**src/rtl/mem_port_arbiter_if.sv**
```systemverilog
// Bundle of requester, controller and status signals around the shared memory port.
// The arbiter uses the slave modport; the requester/controller environment uses master.
interface mem_port_arbiter_if #(
    parameter int ADDR_W = 16,
    parameter int DATA_W = 16
);
    logic              if_req;
    logic [ADDR_W-1:0] if_addr;
    logic              if_ack;
    logic [DATA_W-1:0] if_rdata;
    logic              if_stall;

    logic              mem_req;
    logic              mem_wr;
    logic [ADDR_W-1:0] mem_addr;
    logic [DATA_W-1:0] mem_wdata;
    logic              mem_ack;
    logic [DATA_W-1:0] mem_rdata;
    logic              mem_stall;

    logic              ctl_work;
    logic              ctl_rd;
    logic              ctl_wr;
    logic [ADDR_W-1:0] ctl_addr;
    logic [DATA_W-1:0] ctl_value;
    logic              ctl_done;
    logic [DATA_W-1:0] ctl_result;

    logic              tmo_err;

    modport slave (
        input  if_req, if_addr, mem_req, mem_wr, mem_addr, mem_wdata, ctl_done, ctl_result,
        output if_ack, if_rdata, if_stall, mem_ack, mem_rdata, mem_stall,
               ctl_work, ctl_rd, ctl_wr, ctl_addr, ctl_value, tmo_err
    );

    modport master (
        output if_req, if_addr, mem_req, mem_wr, mem_addr, mem_wdata, ctl_done, ctl_result,
        input  if_ack, if_rdata, if_stall, mem_ack, mem_rdata, mem_stall,
               ctl_work, ctl_rd, ctl_wr, ctl_addr, ctl_value, tmo_err
    );
endinterface

```
**src/rtl/mem_port_arbiter.sv**
```systemverilog
// Arbitrates the single RAM1/UART controller port between instruction fetch and load/store,
// with MEM priority, level-done tracking, pipeline stalls and a hang watchdog.
module mem_port_arbiter #(
    parameter int ADDR_W     = 16,
    parameter int DATA_W     = 16,
    parameter int TMO_CYCLES = 4095,
    parameter int TMO_W      = 12
) (
    input logic              clk,
    input logic              rst,
    mem_port_arbiter_if.slave bus
);
    typedef enum logic [1:0] {IDLE, ACCEPT, BUSY, RESP} state_e;
    typedef enum logic {OWN_IF, OWN_MEM} owner_e;

    state_e            state_q, state_d;
    owner_e            owner_q, owner_d;
    logic              op_wr_q, op_wr_d;
    logic [TMO_W-1:0]  tmo_cnt_q, tmo_cnt_d;
    logic              tmo_err_q, tmo_err_d;
    logic              ctl_work_q, ctl_work_d;
    logic              ctl_rd_q, ctl_rd_d;
    logic              ctl_wr_q, ctl_wr_d;
    logic [ADDR_W-1:0] ctl_addr_q, ctl_addr_d;
    logic [DATA_W-1:0] ctl_value_q, ctl_value_d;
    logic              if_ack_q, if_ack_d;
    logic              mem_ack_q, mem_ack_d;
    logic [DATA_W-1:0] if_rdata_q, if_rdata_d;
    logic [DATA_W-1:0] mem_rdata_q, mem_rdata_d;

    logic              active;
    logic              tmo_hit;
    logic              done_ok;
    logic [DATA_W-1:0] resp_data;

    assign active  = (state_q == ACCEPT) || (state_q == BUSY);
    assign tmo_hit = active && (tmo_cnt_q == TMO_W'(TMO_CYCLES - 1));
    // A completion seen in the same cycle as the watchdog expiry still counts as success.
    assign done_ok = (state_q == BUSY) && bus.ctl_done;

    // NOTE: sequential state uses non-blocking assignments so every flop samples pre-edge values.
    always_ff @(posedge clk) begin
        if (rst) state_q <= IDLE;
        else     state_q <= state_d;
    end

    // NOTE: every always_comb output gets a default first so no latch is inferred.
    always_comb begin
        state_d = state_q;
        unique case (state_q)
            IDLE:    if (bus.mem_req || bus.if_req) state_d = ACCEPT;
            ACCEPT:  if (tmo_hit) state_d = RESP;
                     else if (!bus.ctl_done) state_d = BUSY;
            BUSY:    if (bus.ctl_done || tmo_hit) state_d = RESP;
            RESP:    state_d = IDLE;
            default: state_d = IDLE;
        endcase
    end

    always_comb begin
        owner_d     = owner_q;
        op_wr_d     = op_wr_q;
        ctl_addr_d  = ctl_addr_q;
        ctl_value_d = ctl_value_q;
        tmo_cnt_d   = tmo_cnt_q;
        tmo_err_d   = tmo_err_q;
        if_rdata_d  = if_rdata_q;
        mem_rdata_d = mem_rdata_q;
        resp_data   = '0;

        if (state_q == IDLE) begin
            tmo_cnt_d = '0;
            if (bus.mem_req) begin
                owner_d     = OWN_MEM;
                op_wr_d     = bus.mem_wr;
                ctl_addr_d  = bus.mem_addr;
                ctl_value_d = bus.mem_wdata;
            end else if (bus.if_req) begin
                owner_d     = OWN_IF;
                op_wr_d     = 1'b0;
                ctl_addr_d  = bus.if_addr;
                ctl_value_d = '0;
            end
        end

        if (active) tmo_cnt_d = tmo_cnt_q + 1'b1;

        // Leaving ACCEPT/BUSY: either a real completion or a watchdog abort returning all ones.
        if (active && state_d == RESP) begin
            if (done_ok) resp_data = op_wr_q ? '0 : bus.ctl_result;
            else         resp_data = '1;
            tmo_err_d = tmo_err_q | ~done_ok;
            if (owner_q == OWN_MEM) mem_rdata_d = resp_data;
            else                    if_rdata_d  = resp_data;
        end

        ctl_work_d = (state_d == ACCEPT) || (state_d == BUSY);
        ctl_rd_d   = ctl_work_d && !op_wr_d;
        ctl_wr_d   = ctl_work_d && op_wr_d;
        if_ack_d   = (state_d == RESP) && (owner_d == OWN_IF);
        mem_ack_d  = (state_d == RESP) && (owner_d == OWN_MEM);
    end

    always_ff @(posedge clk) begin
        if (rst) begin
            owner_q     <= OWN_IF;
            op_wr_q     <= 1'b0;
            tmo_cnt_q   <= '0;
            tmo_err_q   <= 1'b0;
            ctl_work_q  <= 1'b0;
            ctl_rd_q    <= 1'b0;
            ctl_wr_q    <= 1'b0;
            ctl_addr_q  <= '0;
            ctl_value_q <= '0;
            if_ack_q    <= 1'b0;
            mem_ack_q   <= 1'b0;
            if_rdata_q  <= '0;
            mem_rdata_q <= '0;
        end else begin
            owner_q     <= owner_d;
            op_wr_q     <= op_wr_d;
            tmo_cnt_q   <= tmo_cnt_d;
            tmo_err_q   <= tmo_err_d;
            ctl_work_q  <= ctl_work_d;
            ctl_rd_q    <= ctl_rd_d;
            ctl_wr_q    <= ctl_wr_d;
            ctl_addr_q  <= ctl_addr_d;
            ctl_value_q <= ctl_value_d;
            if_ack_q    <= if_ack_d;
            mem_ack_q   <= mem_ack_d;
            if_rdata_q  <= if_rdata_d;
            mem_rdata_q <= mem_rdata_d;
        end
    end

    assign bus.ctl_work  = ctl_work_q;
    assign bus.ctl_rd    = ctl_rd_q;
    assign bus.ctl_wr    = ctl_wr_q;
    assign bus.ctl_addr  = ctl_addr_q;
    assign bus.ctl_value = ctl_value_q;
    assign bus.if_ack    = if_ack_q;
    assign bus.mem_ack   = mem_ack_q;
    assign bus.if_rdata  = if_rdata_q;
    assign bus.mem_rdata = mem_rdata_q;
    assign bus.tmo_err   = tmo_err_q;
    assign bus.if_stall  = bus.if_req && !if_ack_q;
    assign bus.mem_stall = bus.mem_req && !mem_ack_q;
endmodule

```
**src/flat_wrapper.sv**
```systemverilog
// flat-port wrapper written by rule: the top's interface ports become plain ports
module mem_port_arbiter_flat 
#(
    parameter int ADDR_W     = 16,
    parameter int DATA_W     = 16,
    parameter int TMO_CYCLES = 4095,
    parameter int TMO_W      = 12
)
  (clk, rst, bus_if_req, bus_if_addr, bus_mem_req, bus_mem_wr, bus_mem_addr, bus_mem_wdata, bus_ctl_done, bus_ctl_result, bus_if_ack, bus_if_rdata, bus_if_stall, bus_mem_ack, bus_mem_rdata, bus_mem_stall, bus_ctl_work, bus_ctl_rd, bus_ctl_wr, bus_ctl_addr, bus_ctl_value, bus_tmo_err);
  mem_port_arbiter_if #(.ADDR_W(ADDR_W), .DATA_W(DATA_W)) bus_i ();
  input logic clk;
  input logic rst;
  input wire logic [$bits(bus_i.if_req)-1:0] bus_if_req;
  input wire logic [$bits(bus_i.if_addr)-1:0] bus_if_addr;
  input wire logic [$bits(bus_i.mem_req)-1:0] bus_mem_req;
  input wire logic [$bits(bus_i.mem_wr)-1:0] bus_mem_wr;
  input wire logic [$bits(bus_i.mem_addr)-1:0] bus_mem_addr;
  input wire logic [$bits(bus_i.mem_wdata)-1:0] bus_mem_wdata;
  input wire logic [$bits(bus_i.ctl_done)-1:0] bus_ctl_done;
  input wire logic [$bits(bus_i.ctl_result)-1:0] bus_ctl_result;
  output wire logic [$bits(bus_i.if_ack)-1:0] bus_if_ack;
  output wire logic [$bits(bus_i.if_rdata)-1:0] bus_if_rdata;
  output wire logic [$bits(bus_i.if_stall)-1:0] bus_if_stall;
  output wire logic [$bits(bus_i.mem_ack)-1:0] bus_mem_ack;
  output wire logic [$bits(bus_i.mem_rdata)-1:0] bus_mem_rdata;
  output wire logic [$bits(bus_i.mem_stall)-1:0] bus_mem_stall;
  output wire logic [$bits(bus_i.ctl_work)-1:0] bus_ctl_work;
  output wire logic [$bits(bus_i.ctl_rd)-1:0] bus_ctl_rd;
  output wire logic [$bits(bus_i.ctl_wr)-1:0] bus_ctl_wr;
  output wire logic [$bits(bus_i.ctl_addr)-1:0] bus_ctl_addr;
  output wire logic [$bits(bus_i.ctl_value)-1:0] bus_ctl_value;
  output wire logic [$bits(bus_i.tmo_err)-1:0] bus_tmo_err;
  assign bus_i.if_req = bus_if_req;
  assign bus_i.if_addr = bus_if_addr;
  assign bus_i.mem_req = bus_mem_req;
  assign bus_i.mem_wr = bus_mem_wr;
  assign bus_i.mem_addr = bus_mem_addr;
  assign bus_i.mem_wdata = bus_mem_wdata;
  assign bus_i.ctl_done = bus_ctl_done;
  assign bus_i.ctl_result = bus_ctl_result;
  assign bus_if_ack = bus_i.if_ack;
  assign bus_if_rdata = bus_i.if_rdata;
  assign bus_if_stall = bus_i.if_stall;
  assign bus_mem_ack = bus_i.mem_ack;
  assign bus_mem_rdata = bus_i.mem_rdata;
  assign bus_mem_stall = bus_i.mem_stall;
  assign bus_ctl_work = bus_i.ctl_work;
  assign bus_ctl_rd = bus_i.ctl_rd;
  assign bus_ctl_wr = bus_i.ctl_wr;
  assign bus_ctl_addr = bus_i.ctl_addr;
  assign bus_ctl_value = bus_i.ctl_value;
  assign bus_tmo_err = bus_i.tmo_err;
  mem_port_arbiter #(.ADDR_W(ADDR_W), .DATA_W(DATA_W), .TMO_CYCLES(TMO_CYCLES), .TMO_W(TMO_W)) u_core (.clk(clk), .rst(rst), .bus(bus_i));
endmodule
```
**config.mk**
```make
export PLATFORM = sky130hd
export DESIGN_NAME = mem_port_arbiter_flat
export DESIGN_NICKNAME = d
export VERILOG_FILES = /design/src/rtl/mem_port_arbiter_if.sv /design/src/rtl/mem_port_arbiter.sv /design/src/flat_wrapper.sv
export SDC_FILE = /design/constraint.sdc
export NUM_CORES = 1
export LEC_CHECK = 0
export CORE_MARGIN = 2
export CORE_UTILIZATION = 25
export CTS_CLUSTER_DIAMETER = 30
export CTS_CLUSTER_SIZE = 30
export DETAILED_ROUTE_END_ITERATION = 7
export GPL_ROUTABILITY_DRIVEN = 0
export PLACE_DENSITY_LB_ADDON = 0.12
export REMOVE_ABC_BUFFERS = 1
export SYNTH_ARGS = -nofsm -noshare
export SYNTH_HDL_FRONTEND = slang
export SYNTH_SLANG_ARGS = --single-unit
```
**constraint.sdc**
```tcl
create_clock -name clk -period 5.45 [get_ports clk]
set_input_delay 1.09 -clock clk [delete_from_list [all_inputs] [get_ports clk]]
set_output_delay 1.09 -clock clk [all_outputs]
set_load 0.05 [all_outputs]
```
======== After elaboration in Yosys (flattened, before gate mapping) ========
Cells that the tools add are included.
storage, ports and cells
  bits in registers ....................... 86
  input port bits ......................... 70
cells by class
  add/sub/neg operators ................... 1
  eq/ne operators ......................... 7
  mux-type cells .......................... 19
  bitwise logic cells ..................... 4
  reductions and logical operators ........ 22
operators by type and width
  operator                                        number
  two-way mux 16 bit                              6
  two-way mux 12 bit                              2
  adder 12 x 1 -> 12 bit (second input constant)  1
  == test 12 bit (second input constant)          1
  logical AND 1 bit                               9
  == test 2 bit (second input constant)           4
  two-way mux 2 bit                               4
  one-hot mux 2 bit (4 select lines)              1
  two-way mux 1 bit                               6
  AND reduction 2 bit                             3
  == test 2 x 1 -> 1 bit (second input constant)  2
  logical OR 1 bit                                4
  nonzero test 2 bit                              2
  logical NOT 1 bit                               3
  NOT 1 bit                                       3
  logical NOT 2 bit                               1
  bitwise OR 1 bit                                1

======== Depth between registers and ports, before layout ========
Gate-level depths: netlist of run 1.
  depth after elaboration ................. 9
  depth in mapped cells ................... 12
  gate-level depth less buffers ........... 9

======== Least setup slack after synthesis of run 1 ========
OpenSTA, ideal clock, no wires.
  kind .................................... input to output
  from .................................... input port bus_mem_req
  to ...................................... output port bus_mem_stall
  arrival ................................. 2.340 ns
  setup slack ............................. 2.020 ns
  stages on the path ...................... 3
  cells stage by stage .................... buf_2 buf_2 nor2b_1
between the ends
  word-level cells in the longest chain between the ends .. 1
ends and longest elaborated chain
  what                RTL line                 text
  start: declaration  flat_wrapper.sv:15       input wire logic [$bits(bus_i.mem_req)-1:0] bus_mem_req;
  logical AND 1 bit   mem_port_arbiter.sv:147  assign bus.mem_stall = bus.mem_req && !mem_ack_q;
  end: declaration    flat_wrapper.sv:26       output wire logic [$bits(bus_i.mem_stall)-1:0] bus_mem_stall;
Every way passes these cells.

======== Final worst setup path of run 1 ========
  from .................................... input port bus_if_req
  to ...................................... output port bus_if_stall
between the ends
  word-level cells in the longest chain between the ends .. 1
ends and longest elaborated chain
  what                RTL line                 text
  start: declaration  flat_wrapper.sv:13       input wire logic [$bits(bus_i.if_req)-1:0] bus_if_req;
  logical AND 1 bit   mem_port_arbiter.sv:146  assign bus.if_stall = bus.if_req && !if_ack_q;
  end: declaration    flat_wrapper.sv:23       output wire logic [$bits(bus_i.if_stall)-1:0] bus_if_stall;
Every way passes these cells.

==> metrics.md, run 1 <==
| Metric | Value |
|---|---|
| Clock Power Share | 26.3% |
| Hold path startpoint | u_core.tmo_cnt_q[11] |
| # nets final | 581 |
| Starting DRT DRC Count | 112 |
| Via density per instance | 4.56 |
| Total track usage | 12.2% |
| Count of final max-slew check failures | 0 |
| Total wire length | 9.27 mm |
| Setup TNS | 0 ns |
| R2R Path End | u_core.bus.mem_rdata[11] |
| Yosys top cell by area | dfxtp_1 |
| CTS tree | yes |
| Reg-to-reg slack, setup | 2.52 ns |
| Commonest non-fill, non-tap cell in the layout | clkdlybuf4s50_1 |
| Initial core utilization | 25.3% |
| Post-DR wirelength/cell | 13.5 microns |
| Length in cells of the worst reg-to-reg path | 10 |
| Crit path capture type | primary output |
| Most frequent cells in the layout | clkdlybuf4s50_1, dfxtp_1, nor2_1, a211oi_1, a21oi_1 |
| Post-synth EDFFs | 0 |
| Largest net degree at the start of global routing | 39 |
| Total die area | 14900 sq um |
| Worst R2R Start | u_core.state_q[0] |
| Worst Path Required | 4.36 ns |
| Diodes inserted | 0 |
| CTS H-Tree Depth | 3 |
| Synth Flop Type | dfxtp_1 |
| Setup Buffers After CTS | 0 |
| Netlist cell types | 43 |
| Clock root buffer | clkbuf_16 |
| Hold-fix buffers, CTS | 0 |
| Core area | 13800 sq um |
| Cells after Synth | 373 |
| Worst path cell trace | clkdlybuf4s50_1 > nor2b_1 > clkdlybuf4s50_1 |
| Switching pwr | 0.000935 W |
| Worst VDD drop | 0.197 mV |
| Cell count after placement | 671 |
| DR pass1 iterations | 4 |
| Vias | 3134 |
| Post-synthesis register bit count | 86 |
| Leakage | 1.90 nW |
| Final hold viol count | 0 |
| Final worst path period share | 68.6% |
| Die Wd | 122 microns |
| Clock period minus final worst setup slack | 3.74 ns |
| WHS Path Cells | 2 |
| Clock sinks | 86 |
| Syn_area_per_cell | 9.35 sq um |
| Antenna-violating nets left | 0 |
| Number of CTS-inserted buffers | 9 |
| Asr flop ratio synth | 0% |
| CTS max path bufs | 2 |
| Clk_lat worst skew | 0.34 ns |
| RSZ-0062 raised after global routing | no |
| Slowest-stage cell, CP | clkdlybuf4s50_1 |
| Sw Ratio | 39.6% |
| Worst-margin pin slew | 1.03 ns |
| Setup crit start kind | input port |
| Status | completed |
| Clock transition at path regs | 0.06 ns |
| IO Pins | 142 |
| Fmax | 268 MHz |
| PortBufs | 141 |
| Fin cells | 687 |
| Share of layout cells above drive strength 1 | 5.92% |
| DRC violations left | 0 |
| WS Path Type | in2out |
| Initial antenna violation count | 0 |
| Vias in the first global route | 2933 |
| Top post-synthesis cells by area | dfxtp_1, a211oi_1, nor2_1 |
| Final setup viols | 0 |
| Worst path max stage delay | 0.81 ns |
| CP delay by family, top | buffers and inverters |
| Logic pwr share | 40.3% |
| Synth Cell Area | 3490 sq um |
| Die height | 122 microns |
| Max Clock Skew | 0.00602 ns |
| CP Data Arrival Time | 2.65 ns |
| Sequential share of power | 33.4% |
| Max Cap Violations | 0 |
| Most frequent CP cell | clkdlybuf4s50_1 |
| HPWL after detailed placement | 6.42 mm |
| Synth top area share | 49.4% |
| CP Depth | 3 |
| # resized after CTS | 0 |
| # rows | 43 |
| Area growth from synthesis to layout | 53.2% |
| End of the worst hold path | u_core.tmo_cnt_q[11] |
| Hold WC Path Type | reg2reg |
| Worst path buffer plus inverter count | 2 |
| Gr ovfl total | 0 |
| Int Power | 0.00143 W |
| Relative slew slack | 31.6% |
| Seq/Total Area, Yosys | 49.4% |
| First-pass GRT wire length | 14.2 mm |
| CP max FO | 6 |
| Syn. warnings | 0 |
| Power per cell area | 442 nW/um^2 |
==> layout make-up <==
cell class | instances | area (sq um)
clock buffers | 9 | 225
clock inverters | 7 | 72.6
fillers | 1441 | 8430
inverters | 7 | 26.3
multi-input cells | 252 | 1620
flip-flops and latches | 86 | 1720
well taps | 180 | 225
repair buffers | 146 | 1440
==> registers in the layout, indices dropped and copies added, names as in the netlist <==
register,cells
u_core.bus.ctl_work,1
u_core.state_q,2
u_core.owner_q,1
u_core.bus.mem_ack,1
u_core.bus.if_ack,1
u_core.op_wr_q,1
u_core.bus.ctl_value,16
u_core.bus.if_rdata,16
u_core.tmo_cnt_q,12
u_core.bus.ctl_rd,1
u_core.bus.mem_rdata,16
u_core.bus.ctl_addr,16
u_core.bus.tmo_err,1
u_core.bus.ctl_wr,1
==> cell families (layout without fill, tap and decap cells) <==
logic type / after synthesis / count (layout) / synth area share, %
AOI/OAI and AO/OA: 103 / 103 / 20.7
xor gates and xnor gates: 4 / 4 / 1.01
adders and majority gates: 10 / 10 / 3.52
buffers and inverters: 35 / 169 / 4.02
DFF: 86 / 86 / 49.4
muxes: 19 / 19 / 5.46
and+or+nand+nor: 116 / 116 / 15.9
==> metrics by stage <==
step	utilization, %	area (sq um)	hold WS, ns	total power, W	setup slack (ns)
floorplan	-	3370	0.443	0.00142	2.56
finish	38.8	5340	0.474	0.00236	1.71
global route	38.8	5340	0.493	0.00250	1.64
global placement	36.6	5040	0.458	0.00176	1.71
detailed placement	36.6	5040	0.463	0.00177	1.72
CTS	38.8	5340	0.477	0.00240	1.70
==> worst max path at each step <==
stage / start / endpoint / slack, ns
6_report: bus_if_req / bus_if_stall / 1.71
5_1_grt: bus_if_req / bus_if_stall / 1.64
4_1_cts: bus_if_req / bus_if_stall / 1.70
3_5_place_dp: bus_if_req / bus_if_stall / 1.72
3_3_place_gp: bus_if_req / bus_if_stall / 1.71
2_1_floorplan: bus_if_req / bus_if_stall / 2.56
==> cells in the mapped netlist, drive strengths merged, types with 3 or more instances <==
cell,count
a211oi,48
o21ai,3
ha,9
nand2b,3
clkbuf,17
or3,3
inv,7
nor2b,5
mux2i,19
dfxtp,86
buf,11
nand3,3
a22oi,18
or4,4
nor4,3
nand2,8
nor2,74
a21oi,24
==> tightest hold or removal path: cells and delay by family, from the launching register on <==
kind             cells  cell delay (ns)
AND/OR/NAND/NOR      1             0.06
multiplexers         1             0.05
flip-flops           1             0.32
==> routing by layer <==
| layer | vias to the layer above | track usage [%] | share of wire (%) |
|---|---|---|---|
| li1 | 1592 | - | - |
| met1 | 1430 | 15.0 | 45 |
| met2 | 104 | 18.8 | 45 |
| met3 | 8 | 5.76 | 9.7 |
| met4 | 0 | 3.88 | 1.0 |
| met5 | - | 0 | 0 |
==> power groups by stage <==
stage	logic [W]	clock network, W	registers [W]
final	0.000953	0.000621	0.000788
after global routing	0.00103	0.000668	0.000803
after CTS	0.000968	0.000645	0.000789
after detailed placement	0.000965	0	0.000801
after global placement	0.000959	0	0.000800
after floorplan	0.000325	0	0.00110
(Power assumes the default switching activity.)
==> inputs of run 2 (changes only) <==
- clock period: 5.45 -> 3.8 ns (I/O delays scaled with it)
==> run 2 against run 1 <==
Clock power is 43% higher. Total power is 44% higher. Count of clock-buffer cells in the layout is 1 higher. Flip-flop and latch count stayed put. Critical path depth stayed put. Clock skew is 0.0065 ns higher. Sequential power is 43% higher.
==> metrics.md, run 2 (synthesis gave the netlist of run 1 again) <==
| Metric | Value |
|---|---|
| Final worst path period share | 81.0% |
| Worst-margin pin slew | 0.745 ns (-0.281 ns) |
| Via density per instance | 4.65 (+1.8%) |
| Share of layout cells above drive strength 1 | 6.29% (+0.37 points) |
| Crit path capture type | primary output |
| HPWL after detailed placement | 6.68 mm (+4.0%) |
| First-pass GRT wire length | 14.9 mm (+4.3%) |
| Setup WS post-layout | 0.723 ns (-0.990 ns) |
| Total wire length | 9.46 mm (+2.1%) |
| Max Clock Skew | 0.0125 ns (+0.00652 ns) |
| RSZ-0062 raised after global routing | no |
| Number of CTS-inserted buffers | 9 (unchanged) |
| Count of final max-slew check failures | 0 (unchanged) |
| Total die area | 14900 sq um (unchanged) |
| # resized after CTS | 0 (unchanged) |
| Fillers | 1450 (+0.62%) |
| Initial core utilization | 25.3% (unchanged) |
| Setup Buffers After CTS | 0 (unchanged) |
| Leakage | 1.92 nW (+0.86%) |
| Die Wd | 122 microns (unchanged) |
| Vias | 3201 (+2.1%) |
| Gr ovfl total | 0 (unchanged) |
| Most frequent cells in the layout | clkdlybuf4s50_1, dfxtp_1, nor2_1, a211oi_1, a21oi_1 |
| Hold path startpoint | u_core.tmo_cnt_q[11] |
| Core area | 13800 sq um (unchanged) |
| IO Pins | 142 (unchanged) |
| Worst VDD drop | 0.280 mV (+42%) |
| # rows | 43 (unchanged) |
| Starting DRT DRC Count | 123 (+9.8%) |
| Clock root buffer | clkbuf_16 |
| Vias in the first global route | 3056 (+4.2%) |
| CTS tree | yes |
| Largest net degree at the start of global routing | 33 (-15%) |
| Relative slew slack | 50.2% (+19 points) |
| Worst Path Required | 3.04 ns (-1.32 ns) |
| Area growth from synthesis to layout | 53.9% |
| Hold-fix buffers, CTS | 0 (unchanged) |
| Fmax | 325 MHz |
| Final hold viol count | 0 (unchanged) |
| WS Path Type | in2out |
| Die height | 122 microns (unchanged) |
| Max Cap Violations | 0 (unchanged) |
| Clk_lat worst skew | 0.34 ns (about the same) |
| CTS H-Tree Depth | 3 (unchanged) |
| # nets final | 583 (+0.34%) |
| Diodes inserted | 0 (unchanged) |
| Setup TNS | 0 ns (unchanged) |
| Power per cell area | 634 nW/um^2 (+43%) |
| Final setup viols | 0 (unchanged) |
| Initial antenna violation count | 0 (unchanged) |
| Place WS | 0.716 ns (-1.00 ns) |
| Clock transition at path regs | 0.06 ns (about the same) |
| Status | completed |
| Total track usage | 12.7% (+0.52 points) |
| CP max FO | 6 (unchanged) |
| CP startpoint | bus_if_req |
| Post-DR wirelength/cell | 13.7 microns (+1.8%) |
| Antenna-violating nets left | 0 (unchanged) |
| Setup crit start kind | input port |
| CTS max path bufs | 2 (unchanged) |
| CP Data Arrival Time | 2.32 ns (-0.33 ns) |
| Clock period minus final worst setup slack | 3.08 ns |
| Clock sinks | 86 (unchanged) |
| DR pass1 iterations | 4 (unchanged) |
| Commonest non-fill, non-tap cell in the layout | clkdlybuf4s50_1 |
| Worst R2R Start | u_core.state_q[0] |
| PortBufs | 141 (unchanged) |
| Hold WC Path Type | reg2reg |
| DRC violations left | 0 (unchanged) |
[run 2: cell types whose count changed in the layout (fill, tap and decap cells not counted)]
cell,before,now
buf_4,5,7
clkinv_2,2,1
clkbuf_1,0,1
buf_12,0,1
clkinvlp_4,2,1
clkinv_4,0,1
clkdlybuf4s50_1,140,139
[run 2: worst max-delay path, stage by stage]
cell and delay [ns]:
clkdlybuf4s50_1 0.59, nor2b_1 0.16, clkdlybuf4s50_1 0.81
[run 2: metrics by stage]
step	total power, W	instances	hold slack [ns]	utilization, %	instance area [sq um]
after floorplan	0.00204	345	0.443	-	3370
after global placement	0.00253	673	0.458	36.8	5070
after detailed placement	0.00255	673	0.463	36.8	5070
after CTS	0.00346	689	0.480	38.9	5360
after global routing	0.00360	689	0.496	38.9	5360
final	0.00340	689	0.475	38.9	5360
[run 2: area by class of cell]
| class | count | area, sq um | area share, % |
|---|---|---|---|
| multi-input combinational | 252 | 1620 | 30.3 |
| clock inverter | 6 | 68.8 | 1.28 |
| sequential | 86 | 1720 | 32.1 |
| tap | 180 | 225 | 4.20 |
| clock buffer | 10 | 229 | 4.27 |
| timing repair buffer | 148 | 1470 | 27.4 |
| inverter | 7 | 26.3 | 0.490 |
[run 2: path summary, 6_finish.rpt]
check / end / slack [ns] / depth (start not counted)
worst max register to register: u_core.bus.mem_rdata[13] / 0.82 / 10
worst min-delay path: u_core.tmo_cnt_q[11] / 0.47 / 2
worst max-delay path: bus_if_stall / 0.72 / 3
worst min register to register: u_core.tmo_cnt_q[11] / 0.47 / 2
[run 2: per-layer routing]
| layer | vias to the layer above | global-route usage [%] | share of wire (%) |
|---|---|---|---|
| met5 | - | 0 | 0 |
| met4 | 0 | 4.53 | 0.98 |
| met3 | 8 | 5.99 | 9.8 |
| met2 | 112 | 19.9 | 45 |
| met1 | 1473 | 15.1 | 44 |
| li1 | 1608 | - | - |
[run 2: where the power goes]
part	leakage, nW	total, W	switching (W)	internal, W
registers	0.701	0.00113	0.0000828	0.00105
logic	1.07	0.00138	0.000889	0.000494
clock network	0.143	0.000887	0.000373	0.000514
==> inputs of run 3 (changes only) <==
- clock period: 3.8 -> 3.1 ns (I/O delays scaled with it)
==> run 3 against run 2 <==
Global-route usage decreased by 0.11 points. Count of clock-buffer cells in the layout unchanged. Flip-flop and latch count unchanged. Die area unchanged. Routed wire length decreased by 2.1%. Largest cell class unchanged.
==> metrics.md, run 3 (synthesis gave the netlist of run 1 again) <==
| Metric | Value |
|---|---|
| CP startpoint | u_core.state_q[0] |
| Worst-margin pin slew | 0.743 ns (-0.00183 ns) |
| Setup TNS | 0 ns (unchanged) |
| IO Pins | 142 (unchanged) |
| Cell count after placement | 674 (+0.15%) |
| Antenna-violating nets left | 0 (unchanged) |
| Post-DR wirelength/cell | 13.4 microns (-2.2%) |
| DRC violations left | 0 (unchanged) |
| Vias in the first global route | 2974 (-2.7%) |
| CTS max path bufs | 2 (unchanged) |
| Setup Buffers After CTS | 0 (unchanged) |
| Number of CTS-inserted buffers | 9 (unchanged) |
| CP Data Arrival Time | 3.02 ns (+0.70 ns) |
| Status | completed |
| Worst path cell trace | inv_1 > ha_1 > nand3_1 > or4_1 > a221oi_2 > ha_1 > and3b_1 > buf_12 > nor2_1 > a211oi_1 |
| Worst VDD drop | 0.303 mV (+8.2%) |
| Count of final max-slew check failures | 0 (unchanged) |
| Worst path max stage delay | 0.45 ns (-0.36 ns) |
| RSZ-0062 raised after global routing | no |
| Largest net degree at the start of global routing | 36 (+9.1%) |
| Via density per instance | 4.57 (-1.5%) |
| Reg-to-reg slack, setup | 0.33 ns (-0.49 ns) |
| Leakage | 1.94 nW (+1.1%) |
| Area growth from synthesis to layout | 55.3% |
| Share of layout cells above drive strength 1 | 6.86% (+0.58 points) |
| Setup crit start kind | register |
| CTS H-Tree Depth | 3 (unchanged) |
| Die height | 122 microns (unchanged) |
| Most frequent CP cell | ha_1 |
| Worst R2R Start | u_core.state_q[0] |
| Clock sinks | 86 (unchanged) |
| Clock root buffer | clkbuf_16 |
| Diodes inserted | 0 (unchanged) |
| Vias | 3156 (-1.4%) |
| Gr ovfl total | 0 (unchanged) |
| CTS tree | yes |
| PortBufs | 141 (unchanged) |
| Initial antenna violation count | 0 (unchanged) |
| Fmax | 361 MHz |
| Initial core utilization | 25.3% (unchanged) |
| Hold WC Path Type | reg2reg |
| First-pass GRT wire length | 14.7 mm (-1.1%) |
| Total wire length | 9.26 mm (-2.1%) |
| # nets final | 584 (+0.17%) |
| Slowest-stage cell, CP | or4_1 |
| Crit path capture type | register |
| Max Cap Violations | 0 (unchanged) |
| Commonest non-fill, non-tap cell in the layout | clkdlybuf4s50_1 |
| Worst Path Required | 3.35 ns (+0.31 ns) |
| Clock period minus final worst setup slack | 2.77 ns |
| Clk_lat worst skew | 0.34 ns (about the same) |
| Final worst path period share | 89.3% |
| Total track usage | 12.6% (-0.11 points) |
| Relative slew slack | 50.4% (+0.14 points) |
| Fin cells | 690 (+0.15%) |
| HPWL after detailed placement | 6.64 mm (-0.67%) |
| CP max FO | 32 (+26) |
| Hold-fix buffers, CTS | 0 (unchanged) |
| Clock transition at path regs | 0.07 ns (about the same) |
| # rows | 43 (unchanged) |
| Die Wd | 122 microns (unchanged) |
| Most frequent cells in the layout | clkdlybuf4s50_1, dfxtp_1, nor2_1, a211oi_1, a21oi_1 |
| DR pass1 iterations | 4 (unchanged) |
| # resized after CTS | 0 (unchanged) |
| Hold path startpoint | u_core.bus.tmo_err |
| Power consumption | 0.00423 W (+24%) |
| Final hold viol count | 0 (unchanged) |
| WS Path Type | reg2reg |
| Final setup viols | 0 (unchanged) |
| Core area | 13800 sq um (unchanged) |
| Max Clock Skew | 0.00678 ns (-0.00576 ns) |
| Starting DRT DRC Count | 131 (+6.5%) |
| Total die area | 14900 sq um (unchanged) |
| Power per cell area | 781 nW/um^2 (+23%) |
==> run 3: cell count changes in the layout (fill, tap and decap cells not counted) <==
| cell | delta |
|---|---|
| buf_12 | +2 |
| clkbuf_1 | -1 |
| clkbuf_8 | +1 |
| clkdlybuf4s50_1 | -1 |
| clkinv_2 | -1 |
| inv_6 | -1 |
| inv_8 | +2 |
==> run 3: area by class of cell <==
| type | count | area (sq um) |
|---|---|---|
| sequential | 86 | 1720 |
| tap | 180 | 225 |
| inverter | 7 | 26.3 |
| fill | 1445 | 8360 |
| multi-input combinational | 252 | 1620 |
| clock inverter | 6 | 77.6 |
| timing repair buffer | 149 | 1500 |
| clock buffer | 10 | 239 |
==> run 3: through the flow <==
| step | util [%] | hold WS, ns | cell area, sq um | setup slack (ns) |
|---|---|---|---|---|
| floorplan | - | 0.443 | 3370 | 0.275 |
| global placement | 37.0 | 0.459 | 5100 | 0.353 |
| detailed placement | 37.0 | 0.468 | 5100 | 0.331 |
| CTS | 39.3 | 0.481 | 5410 | 0.325 |
| global route | 39.3 | 0.507 | 5410 | 0.0755 |
| finish | 39.3 | 0.475 | 5410 | 0.333 |
==> run 3: final timing paths <==
check | endpoint | cells past startpoint
worst max-delay path | u_core.bus.if_rdata[15] | 10
worst min-delay path | u_core.bus.tmo_err | 2
worst max register to register | u_core.bus.if_rdata[15] | 10
worst min register to register | u_core.bus.tmo_err | 2
==> run 3: layer usage <==
layer,GRT usage [%],up-vias,wire length (microns)
met1,15.7,1423,4170
met3,6.27,11,929
met4,3.95,0,115
met2,18.9,116,4050
met5,0,-,0
li1,-,1606,-
==> run 3: critical path, delay by kind of cell (launching register included) <==
kind | cells | cell delay (ns)
buf+inv | 2 | 0.31
flops | 1 | 0.40
fa+ha+maj | 2 | 0.65
compound gates | 2 | 0.47
simple gates | 4 | 0.84
==> run 3: where the power goes <==
group          total, W  internal, W  switching [W]
combinational   0.00170     0.000616        0.00109
sequential      0.00139      0.00129       0.000103
clock           0.00114     0.000662       0.000478
total           0.00423      0.00256        0.00167
